## src/rtl/utf8_putc_if.sv

```systemverilog
`default_nettype none
// ============================================================================
//  Module      : utf8_putc_if
//  Description : Call/return handshake plus Avalon-MM write-master bundle of
//                the UTF-8 encoder stage.
//                master modport : environment side (caller and memory slave)
//                slave  modport : utf8_putc side
//  Signals     : start/busy       call handshake
//                done/stall       return handshake, returndata result
//                str/len/value    call arguments
//                avmm_0_rw_*      byte write master towards memory
//  Revision    : 1.0  initial release
// ============================================================================
interface utf8_putc_if #(
   parameter int ADDR_W = 64,
   parameter int DATA_W = 64
);
   logic                  start;
   logic                  busy;
   logic                  done;
   logic                  stall;
   logic [31:0]           returndata;
   logic [ADDR_W-1:0]     str;
   logic [31:0]           len;
   logic [31:0]           value;
   logic [ADDR_W-1:0]     avmm_0_rw_address;
   logic [DATA_W/8-1:0]   avmm_0_rw_byteenable;
   logic                  avmm_0_rw_write;
   logic [DATA_W-1:0]     avmm_0_rw_writedata;
   logic                  avmm_0_rw_waitrequest;

   modport master (
      output start, stall, str, len, value, avmm_0_rw_waitrequest,
      input  busy, done, returndata,
      input  avmm_0_rw_address, avmm_0_rw_byteenable, avmm_0_rw_write,
      input  avmm_0_rw_writedata
   );

   modport slave (
      input  start, stall, str, len, value, avmm_0_rw_waitrequest,
      output busy, done, returndata,
      output avmm_0_rw_address, avmm_0_rw_byteenable, avmm_0_rw_write,
      output avmm_0_rw_writedata
   );
endinterface
`default_nettype wire

```

## src/rtl/utf8_putc.sv

```systemverilog
`default_nettype none
// ============================================================================
//  Module      : utf8_putc
//  Description : Encodes one code point as a 1-4 byte UTF-8 sequence and
//                writes it, one byte per beat, through an Avalon-MM write
//                master. Returns the byte count, -1 when the buffer is too
//                short, -2 when the value is not encodable. str==0 is a
//                length query that performs no writes.
//  Ports       : clock, reset   clock and asynchronous active-high reset
//                bus (slave)    call/return handshake, arguments, avmm master
//  Revision    : 1.0  initial release
// ============================================================================
module utf8_putc #(
   parameter int ADDR_W = 64,
   parameter int DATA_W = 64
) (
   input  logic       clock,
   input  logic       reset,
   utf8_putc_if.slave bus
);
   localparam int          c_LANES       = DATA_W / 8;
   localparam logic [31:0] c_RET_SHORT   = 32'hFFFF_FFFF;
   localparam logic [31:0] c_RET_INVALID = 32'hFFFF_FFFE;

   typedef enum logic [1:0] {
      S_IDLE  = 2'd0,
      S_CALC  = 2'd1,
      S_WRITE = 2'd2,
      S_DONE  = 2'd3
   } state_t;

   state_t            r_state;
   state_t            w_state_nx;

   logic [ADDR_W-1:0] r_str;
   logic [31:0]       r_len;
   logic [31:0]       r_value;
   logic [31:0]       r_ret;
   logic [1:0]        r_idx;

   logic              w_accept;
   logic              w_invalid;
   logic [2:0]        w_n;
   logic              w_last;
   logic [7:0]        w_byte;
   logic              w_write;
   logic [ADDR_W-1:0] w_addr;
   logic              w_ret_ld;
   logic [31:0]       w_ret_nx;
   logic              w_idx_clr;
   logic              w_idx_inc;

   assign w_accept = (r_state == S_IDLE) && bus.start;

   // Sequence length from the latched value; anything at or above 2^21 has
   // no 4-byte form and is reported as invalid.
   always_comb begin
      w_n       = 3'd0;
      w_invalid = 1'b0;
      if (r_value < 32'h0000_0080)
         w_n = 3'd1;
      else if (r_value < 32'h0000_0800)
         w_n = 3'd2;
      else if (r_value < 32'h0001_0000)
         w_n = 3'd3;
      else if (r_value < 32'h0020_0000)
         w_n = 3'd4;
      else
         w_invalid = 1'b1;
   end

   assign w_last = ({1'b0, r_idx} == (w_n - 3'd1));

   // Byte r_idx of the sequence; byte 0 is the lead byte.
   always_comb begin
      w_byte = 8'h00;
      case (w_n)
         3'd1: w_byte = {1'b0, r_value[6:0]};
         3'd2: begin
            if (r_idx == 2'd0) w_byte = {3'b110, r_value[10:6]};
            else               w_byte = {2'b10,  r_value[5:0]};
         end
         3'd3: begin
            case (r_idx)
               2'd0:    w_byte = {4'b1110, r_value[15:12]};
               2'd1:    w_byte = {2'b10,   r_value[11:6]};
               default: w_byte = {2'b10,   r_value[5:0]};
            endcase
         end
         3'd4: begin
            case (r_idx)
               2'd0:    w_byte = {5'b11110, r_value[20:18]};
               2'd1:    w_byte = {2'b10,    r_value[17:12]};
               2'd2:    w_byte = {2'b10,    r_value[11:6]};
               default: w_byte = {2'b10,    r_value[5:0]};
            endcase
         end
         default: w_byte = 8'h00;
      endcase
   end

   // State register
   always_ff @(posedge clock or posedge reset) begin
      if (reset) r_state <= S_IDLE;
      else       r_state <= w_state_nx;
   end

   // Next state and datapath controls
   always_comb begin
      w_state_nx = r_state;
      w_ret_ld   = 1'b0;
      w_ret_nx   = r_ret;
      w_idx_clr  = 1'b0;
      w_idx_inc  = 1'b0;
      case (r_state)
         S_IDLE: begin
            if (bus.start) w_state_nx = S_CALC;
         end
         S_CALC: begin
            // Fixed precedence: invalid value, then length query, then space.
            w_ret_ld = 1'b1;
            if (w_invalid) begin
               w_ret_nx   = c_RET_INVALID;
               w_state_nx = S_DONE;
            end else if (r_str == '0) begin
               w_ret_nx   = {29'd0, w_n};
               w_state_nx = S_DONE;
            end else if ($signed(r_len) < $signed({29'd0, w_n})) begin
               w_ret_nx   = c_RET_SHORT;
               w_state_nx = S_DONE;
            end else begin
               w_ret_ld   = 1'b0;
               w_idx_clr  = 1'b1;
               w_state_nx = S_WRITE;
            end
         end
         S_WRITE: begin
            if (!bus.avmm_0_rw_waitrequest) begin
               if (w_last) begin
                  w_ret_ld   = 1'b1;
                  w_ret_nx   = {29'd0, w_n};
                  w_state_nx = S_DONE;
               end else begin
                  w_idx_inc  = 1'b1;
               end
            end
         end
         S_DONE: begin
            if (!bus.stall) w_state_nx = S_IDLE;
         end
         default: w_state_nx = S_IDLE;
      endcase
   end

   // Call arguments, byte index and result
   always_ff @(posedge clock or posedge reset) begin
      if (reset) begin
         r_str   <= '0;
         r_len   <= '0;
         r_value <= '0;
         r_idx   <= '0;
         r_ret   <= '0;
      end else begin
         if (w_accept) begin
            r_str   <= bus.str;
            r_len   <= bus.len;
            r_value <= bus.value;
         end
         if (w_idx_clr)      r_idx <= 2'd0;
         else if (w_idx_inc) r_idx <= r_idx + 2'd1;
         if (w_ret_ld)       r_ret <= w_ret_nx;
      end
   end

   // Outputs derive only from registered state, so they stay frozen while
   // waitrequest stalls a beat and fall to zero as soon as reset hits.
   assign w_write = (r_state == S_WRITE);
   assign w_addr  = r_str + ADDR_W'(r_idx);

   assign bus.busy                = (r_state != S_IDLE);
   assign bus.done                = (r_state == S_DONE);
   assign bus.returndata          = r_ret;
   assign bus.avmm_0_rw_write     = w_write;
   assign bus.avmm_0_rw_address   = w_write ? w_addr : '0;
   assign bus.avmm_0_rw_writedata = w_write ? {c_LANES{w_byte}} : '0;

   generate
      if (c_LANES > 1) begin : g_multi_lane
         localparam int c_LANE_W = $clog2(c_LANES);
         assign bus.avmm_0_rw_byteenable =
            w_write ? (c_LANES'(1) << w_addr[c_LANE_W-1:0]) : '0;
      end else begin : g_single_lane
         assign bus.avmm_0_rw_byteenable = w_write;
      end
   endgenerate
endmodule
`default_nettype wire

```

## src/flat_wrapper.sv

```systemverilog
// flat-port wrapper written by rule: the top's interface ports become plain ports
module utf8_putc_flat 
#(
   parameter int ADDR_W = 64,
   parameter int DATA_W = 64
)
  (clock, reset, bus_start, bus_stall, bus_str, bus_len, bus_value, bus_avmm_0_rw_waitrequest, bus_busy, bus_done, bus_returndata, bus_avmm_0_rw_address, bus_avmm_0_rw_byteenable, bus_avmm_0_rw_write, bus_avmm_0_rw_writedata);
  utf8_putc_if #(.ADDR_W(ADDR_W), .DATA_W(DATA_W)) bus_i ();
  input  logic clock;
  input  logic reset;
  input wire logic [$bits(bus_i.start)-1:0] bus_start;
  input wire logic [$bits(bus_i.stall)-1:0] bus_stall;
  input wire logic [$bits(bus_i.str)-1:0] bus_str;
  input wire logic [$bits(bus_i.len)-1:0] bus_len;
  input wire logic [$bits(bus_i.value)-1:0] bus_value;
  input wire logic [$bits(bus_i.avmm_0_rw_waitrequest)-1:0] bus_avmm_0_rw_waitrequest;
  output wire logic [$bits(bus_i.busy)-1:0] bus_busy;
  output wire logic [$bits(bus_i.done)-1:0] bus_done;
  output wire logic [$bits(bus_i.returndata)-1:0] bus_returndata;
  output wire logic [$bits(bus_i.avmm_0_rw_address)-1:0] bus_avmm_0_rw_address;
  output wire logic [$bits(bus_i.avmm_0_rw_byteenable)-1:0] bus_avmm_0_rw_byteenable;
  output wire logic [$bits(bus_i.avmm_0_rw_write)-1:0] bus_avmm_0_rw_write;
  output wire logic [$bits(bus_i.avmm_0_rw_writedata)-1:0] bus_avmm_0_rw_writedata;
  assign bus_i.start = bus_start;
  assign bus_i.stall = bus_stall;
  assign bus_i.str = bus_str;
  assign bus_i.len = bus_len;
  assign bus_i.value = bus_value;
  assign bus_i.avmm_0_rw_waitrequest = bus_avmm_0_rw_waitrequest;
  assign bus_busy = bus_i.busy;
  assign bus_done = bus_i.done;
  assign bus_returndata = bus_i.returndata;
  assign bus_avmm_0_rw_address = bus_i.avmm_0_rw_address;
  assign bus_avmm_0_rw_byteenable = bus_i.avmm_0_rw_byteenable;
  assign bus_avmm_0_rw_write = bus_i.avmm_0_rw_write;
  assign bus_avmm_0_rw_writedata = bus_i.avmm_0_rw_writedata;
  utf8_putc #(.ADDR_W(ADDR_W), .DATA_W(DATA_W)) u_core (.clock(clock), .reset(reset), .bus(bus_i));
endmodule
```

## config.mk

```make
export PLATFORM = sky130hd
export DESIGN_NAME = utf8_putc_flat
export DESIGN_NICKNAME = d
export VERILOG_FILES = /design/src/rtl/utf8_putc_if.sv /design/src/rtl/utf8_putc.sv /design/src/flat_wrapper.sv
export SDC_FILE = /design/constraint.sdc
export NUM_CORES = 1
export LEC_CHECK = 0
export CAP_MARGIN = 40
export CORE_ASPECT_RATIO = 1.5
export CORE_MARGIN = 5
export CORE_UTILIZATION = 49
export DETAILED_ROUTE_END_ITERATION = 7
export HOLD_SLACK_MARGIN = 0.02
export PLACE_DENSITY = 0.86
export SETUP_SLACK_MARGIN = 0.05
export SKIP_CTS_REPAIR_TIMING = 1
export SYNTH_ARGS = -nofsm -noshare
export SYNTH_HDL_FRONTEND = slang
export SYNTH_SLANG_ARGS = --single-unit
export TNS_END_PERCENT = 100
```

## constraint.sdc

```tcl
create_clock -name clock -period 7.1 [get_ports clock]
set_input_delay 1.775 -clock clock [delete_from_list [all_inputs] [get_ports clock]]
set_output_delay 1.775 -clock clock [all_outputs]
set_load 0.03 [all_outputs]
```

After elaboration in Yosys (flattened, before gate mapping). Index checks and enable logic that the tools add are counted.

Register bits after elaboration: 164. Input bits: 133. Output and inout bits: 171.

Add/subtract/negate cells: 3. $lt $le $gt $ge: 5. Eq/ne operators: 15. Shift operators: 1. Mux-type cells: 44. Reduce and logical (&&, ||, !) cells: 9.

Operators with widths (number): 2-to-1 mux 32 bit (5); 2-to-1 mux 64 bit (2); adder 64 x 2 -> 64 bit (1); zero test 64 bit (1); case mux 32 bit (2 select lines) (1); less-than comparator 32 x 12 -> 1 bit, second input constant (1); less-than comparator 32 x 17 -> 1 bit, second input constant (1); less-than comparator 32 x 22 -> 1 bit, second input constant (1); less-than comparator 32 x 4 -> 1 bit (1); less-than comparator 32 x 8 -> 1 bit, second input constant (1); case mux 8 bit (4 select lines) (1); case mux 7 bit (3 select lines) (1); 2-to-1 mux 1 bit (17); 2-to-1 mux 2 bit (8); case mux 7 bit (2 select lines) (1); 2-to-1 mux 3 bit (4); 2-to-1 mux 8 bit (1); case mux 2 bit (4 select lines) (1); << shifter 1 x 3 -> 8 bit, first input constant (1); 2-to-1 mux 7 bit (1); == test 2 bit, second input constant (3); == test 3 x 2 -> 1 bit, second input constant (2); != test 2 bit, second input constant (3); nonzero test 2 bit (3); other kinds (13) (15).

Logic depth before layout (Yosys ltp).
Depth after elaboration: 12. Mapped depth: 13.

Worst setup path before layout. No wires, ideal clock.

Path type: register to output. From: register u_core.r_value[23]. To: output bus_avmm_0_rw_writedata[14]. Arrival: 3.447 ns. Setup slack: 1.878 ns. Stages on the path, launching flop included: 9. Buffers on the path: 2. Path through: dfrtp_1 -> nor4_1 -> nand3_1 -> nor3_1 -> ha_1 -> clkbuf_1 -> o21ai_0 -> a311oi_1 -> buf_4.

Word-level cells in the longest chain between the ends: 8. Elaborated cells between the ends (all ways): 14.

Ends and longest elaborated chain: start: declaration (line utf8_putc.sv:37) `logic [31:0] r_value;`; start signal: assignment (line utf8_putc.sv:167) `r_value <= bus.value;`; less-than comparator 32 x 22 -> 1 bit (line utf8_putc.sv:66) `else if (r_value < 32'h0020_0000)`; 2-to-1 mux 3 bit (line utf8_putc.sv:66); 2-to-1 mux 3 bit (line utf8_putc.sv:64) `else if (r_value < 32'h0001_0000)`; 2-to-1 mux 3 bit (line utf8_putc.sv:62) `else if (r_value < 32'h0000_0800)`; 2-to-1 mux 3 bit (*) (line utf8_putc.sv:60) `if (r_value < 32'h0000_0080)`; == test 3 bit (tied with other cells) (line utf8_putc.sv:77) `case (w_n)`; case mux 8 bit (4 select lines) (*) (line utf8_putc.sv:77); 2-to-1 mux 64 bit (*) (line utf8_putc.sv:185) `assign bus.avmm_0_rw_writedata = w_write ? {c_LANES{w_byte}} : '0;`; end: declaration (line flat_wrapper.sv:23) `output wire logic [$bits(bus_i.avmm_0_rw_writedata)-1:0] bus_avmm_0_rw_writedata;`.

Every way passes the cells marked *; elsewhere a longest branch is shown, timed or not.

Worst setup path after layout.
From: register u_core.r_value[31]. To: output bus_avmm_0_rw_writedata[24].

Same word-level chain as after synthesis.

==> flow_summary.yaml <==
worst_hold_path:
  holdCritPathClass: "reg -> reg"
yosys:
  synth_area_leader_cell: "dfrtp_1"
  ys_top_cells_by_area: "dfrtp_1, mux2_2, buf_4, and2_1, xor2_1"
  synth_mux_area_share_pct: 18.0
  synth_commonest_cells: "dfrtp_1, mux2_2, buf_4"
  synthDistinctLibCells: 58
  ys_ff_latch: 136
  synth_edf_count: 0
  synth_top_area_share_pct: 39.9
  yosysSeqAreaShare_pct: 39.9
  synth_nets: 980
  synth.avg_cell_area_um2: 10.3
  synth_area_mm2: 0.00853
  synth_top_family_by_area: "multiplexers"
  syn_inst: 829
  ys_async_sr_fraction_pct: 100
  yosysMostFrequentCell: "dfrtp_1"
  synth_adder_area_share_pct: 2.73
  synth-xor-area-share_pct: 5.24
  ys.warnings.count: 0
  ys.flop_type: "dfrtp_1"
  synth_compound_area_share_pct: 6.53
  yosys.area_share.simple_pct: 17.8
route:
  dr_total_vias: 7025
  viasPerCell: 5.54
  wl_per_cell_um: 19.1
  route.detailed.drc: 0
  drtAntennaViolNets: 0
  drt_iter0_markers: 530
  routed_wl_mm: 24.1
  dr.pass1.iters: 5
timing:
  rsz0062_at_grt: "no"
  fmaxAchievable_mhz: 161
  relSlewSlack_pct: 37.7
  tns_ns: 0
  hold_viol: 0
  min_period_over_period_pct: 87.4
  period_minus_slack_ns: 6.20
  setup_viol: 0
  tightestPinTransition_ns: 0.929
  drv_slew: 0
  fin_skew_ns: 0.00798
layout:
  utilization_pct: 68.2
  layout-drive-gt1-share_pct: 17.2
  syn2layout_area_growth_pct: 38.0
  fin_nets: 1188
  finalInstanceArea_mm2: 0.0118
global_route:
  antenna_found_initial: 4
  grt_use_total_pct: 23.3
  grt_max_degree: 87
  grt_pass1_wl_mm: 37.6
  grt_pass1_vias: 7209
  grt-ovfl-total: 0
pwr:
  p_total_mw: 4.86
  p_leak_nw: 4.63
  power_density_mw_per_mm2: 413
  peakVddDrop_v: 0.000268
die:
  start_util_pct: 49.4
  die_w_um: 118
  coreArea_mm2: 0.0173
  rows: 59
  ioPinCount: 304
  die_area_mm2: 0.0202
  fp.dieH_um: 172
critical_path:
  crit_type: "reg -> out"
  r2r_start: "u_core.r_value[31]"
  cp-startpoint: "u_core.r_value[31]"
  crit_end: "bus_avmm_0_rw_writedata[24]"
  reg2reg_to: "u_core.bus.returndata[2]"
  critPathLaunchType: "flip-flop"
  reg2reg_depth: 9
  cp.arrival_ns: 4.43
  cp.required_ns: 5.33
  regToRegSetupSlack_ns: 3.41
  path_max_fanout: 9
  cp-end-kind: "primary output"
status:
  status: "completed"
placement:
  port_buffers: 303
  place_area_mm2: 0.0111
  dp_hpwl_mm: 18.3
  routabilityCongestion: 0.915
cts:
  worstSkewPairLatency_ns: 0.42
  path_clk_slew_ns: 0.06
  clockBufferDepth: 2
  htreeDepth: 4
  numCtsBuffers: 17
  cts_tree: "built"
  cts_root_buf: "clkbuf_16"
  cts_sinks: 136
flow_run:
  cap_violations: 0
cells in the final DEF, fill, tap and decap left out, types with 9 or more instances in the layout:
| cell type | netlist | final |
|---|---|---|
| nand3_1 | 27 | 27 |
| clkdlybuf4s50_1 | 0 | 303 |
| nand2_1 | 40 | 39 |
| nor2_1 | 32 | 32 |
| clkbuf_16 | 0 | 17 |
| xnor2_1 | 24 | 24 |
| and2_1 | 46 | 46 |
| o21ai_0 | 18 | 18 |
| ha_1 | 17 | 16 |
| nand4_1 | 18 | 18 |
| nor3_1 | 27 | 27 |
| dfrtp_1 | 136 | 136 |
| and3_1 | 9 | 9 |
| xor2_1 | 27 | 27 |
| inv_1 | 20 | 19 |
| a21oi_1 | 15 | 15 |
| mux2_2 | 129 | 129 |
| nor4_1 | 29 | 29 |
| or3_1 | 11 | 11 |
registers in the layout, indices dropped and copies added (netlist names):
name	cells
u_core.r_value	32
u_core.bus.returndata	4
u_core.r_str	64
u_core.r_len	32
u_core.r_state	2
u_core.r_idx	2
report_power, final:
group          switching, mW  internal, mW  total (mW)
Combinational           1.15          1.12        2.27
Clock                  0.360         0.561       0.921
Sequential             0.494          1.17        1.67
Total                   2.01          2.85        4.86
cell type report:
type                    instances  area, um2
repair buffers                309       3100
multi-input cells             553       4300
well taps                     213        267
inverters                      20       80.1
clock inverters                15        190
clock buffers                  17        425
diodes                          4       10.0
fillers                      1351       5500
flip-flops and latches        136       3400
per-layer routing:
layer / part of all wire, % / track usage, % / vias to the layer above
li1: - / - / 3282
met1: 35 / 23.4 / 3375
met2: 54 / 43.0 / 302
met3: 6.9 / 6.71 / 66
met4: 4.5 / 13.0 / 0
met5: 0 / 0 / -
critical path, cell delays in order (launching register included):
cell and delay [ns]:
dfrtp_1 0.37, nor4_1 0.45, nand3_1 0.29, nor3_1 0.47, ha_1 0.43, nor2b_1 0.16
o21ai_0 0.08, a21oi_1 0.36, a22oi_1 0.12, a21oi_1 0.49, clkdlybuf4s50_1 0.79
logic make-up after synthesis:
group,after synthesis
adders and majority gates,18
and+or+nand+nor,270
xor gates and xnor gates,51
buffers and inverters,140
DFF,136
muxes,136
AOI/OAI and AO/OA,78
how the worst min path moves through the flow:
stage,to,from,cells after the start,slack (ns)
final,u_core.r_value[21],u_core.r_value[21],1,0.51
after detailed placement,u_core.r_value[21],u_core.r_value[21],1,0.49
after global placement,u_core.r_value[21],u_core.r_value[21],1,0.49
after CTS,u_core.r_value[21],u_core.r_value[21],1,0.51
after global routing,u_core.r_value[28],u_core.r_value[28],1,0.53
after floorplan,u_core.r_value[4],u_core.r_value[4],1,0.47
per-stage QoR:
step | setup slack, ns | hold slack (ns) | instances
after floorplan | 1.69 | 0.473 | 829
after global placement | 1.48 | 0.488 | 1229
after global routing | 0.419 | 0.532 | 1267
final | 0.897 | 0.508 | 1267
after CTS | 0.846 | 0.508 | 1263
after detailed placement | 1.30 | 0.495 | 1231
(Power assumes the default switching activity.)
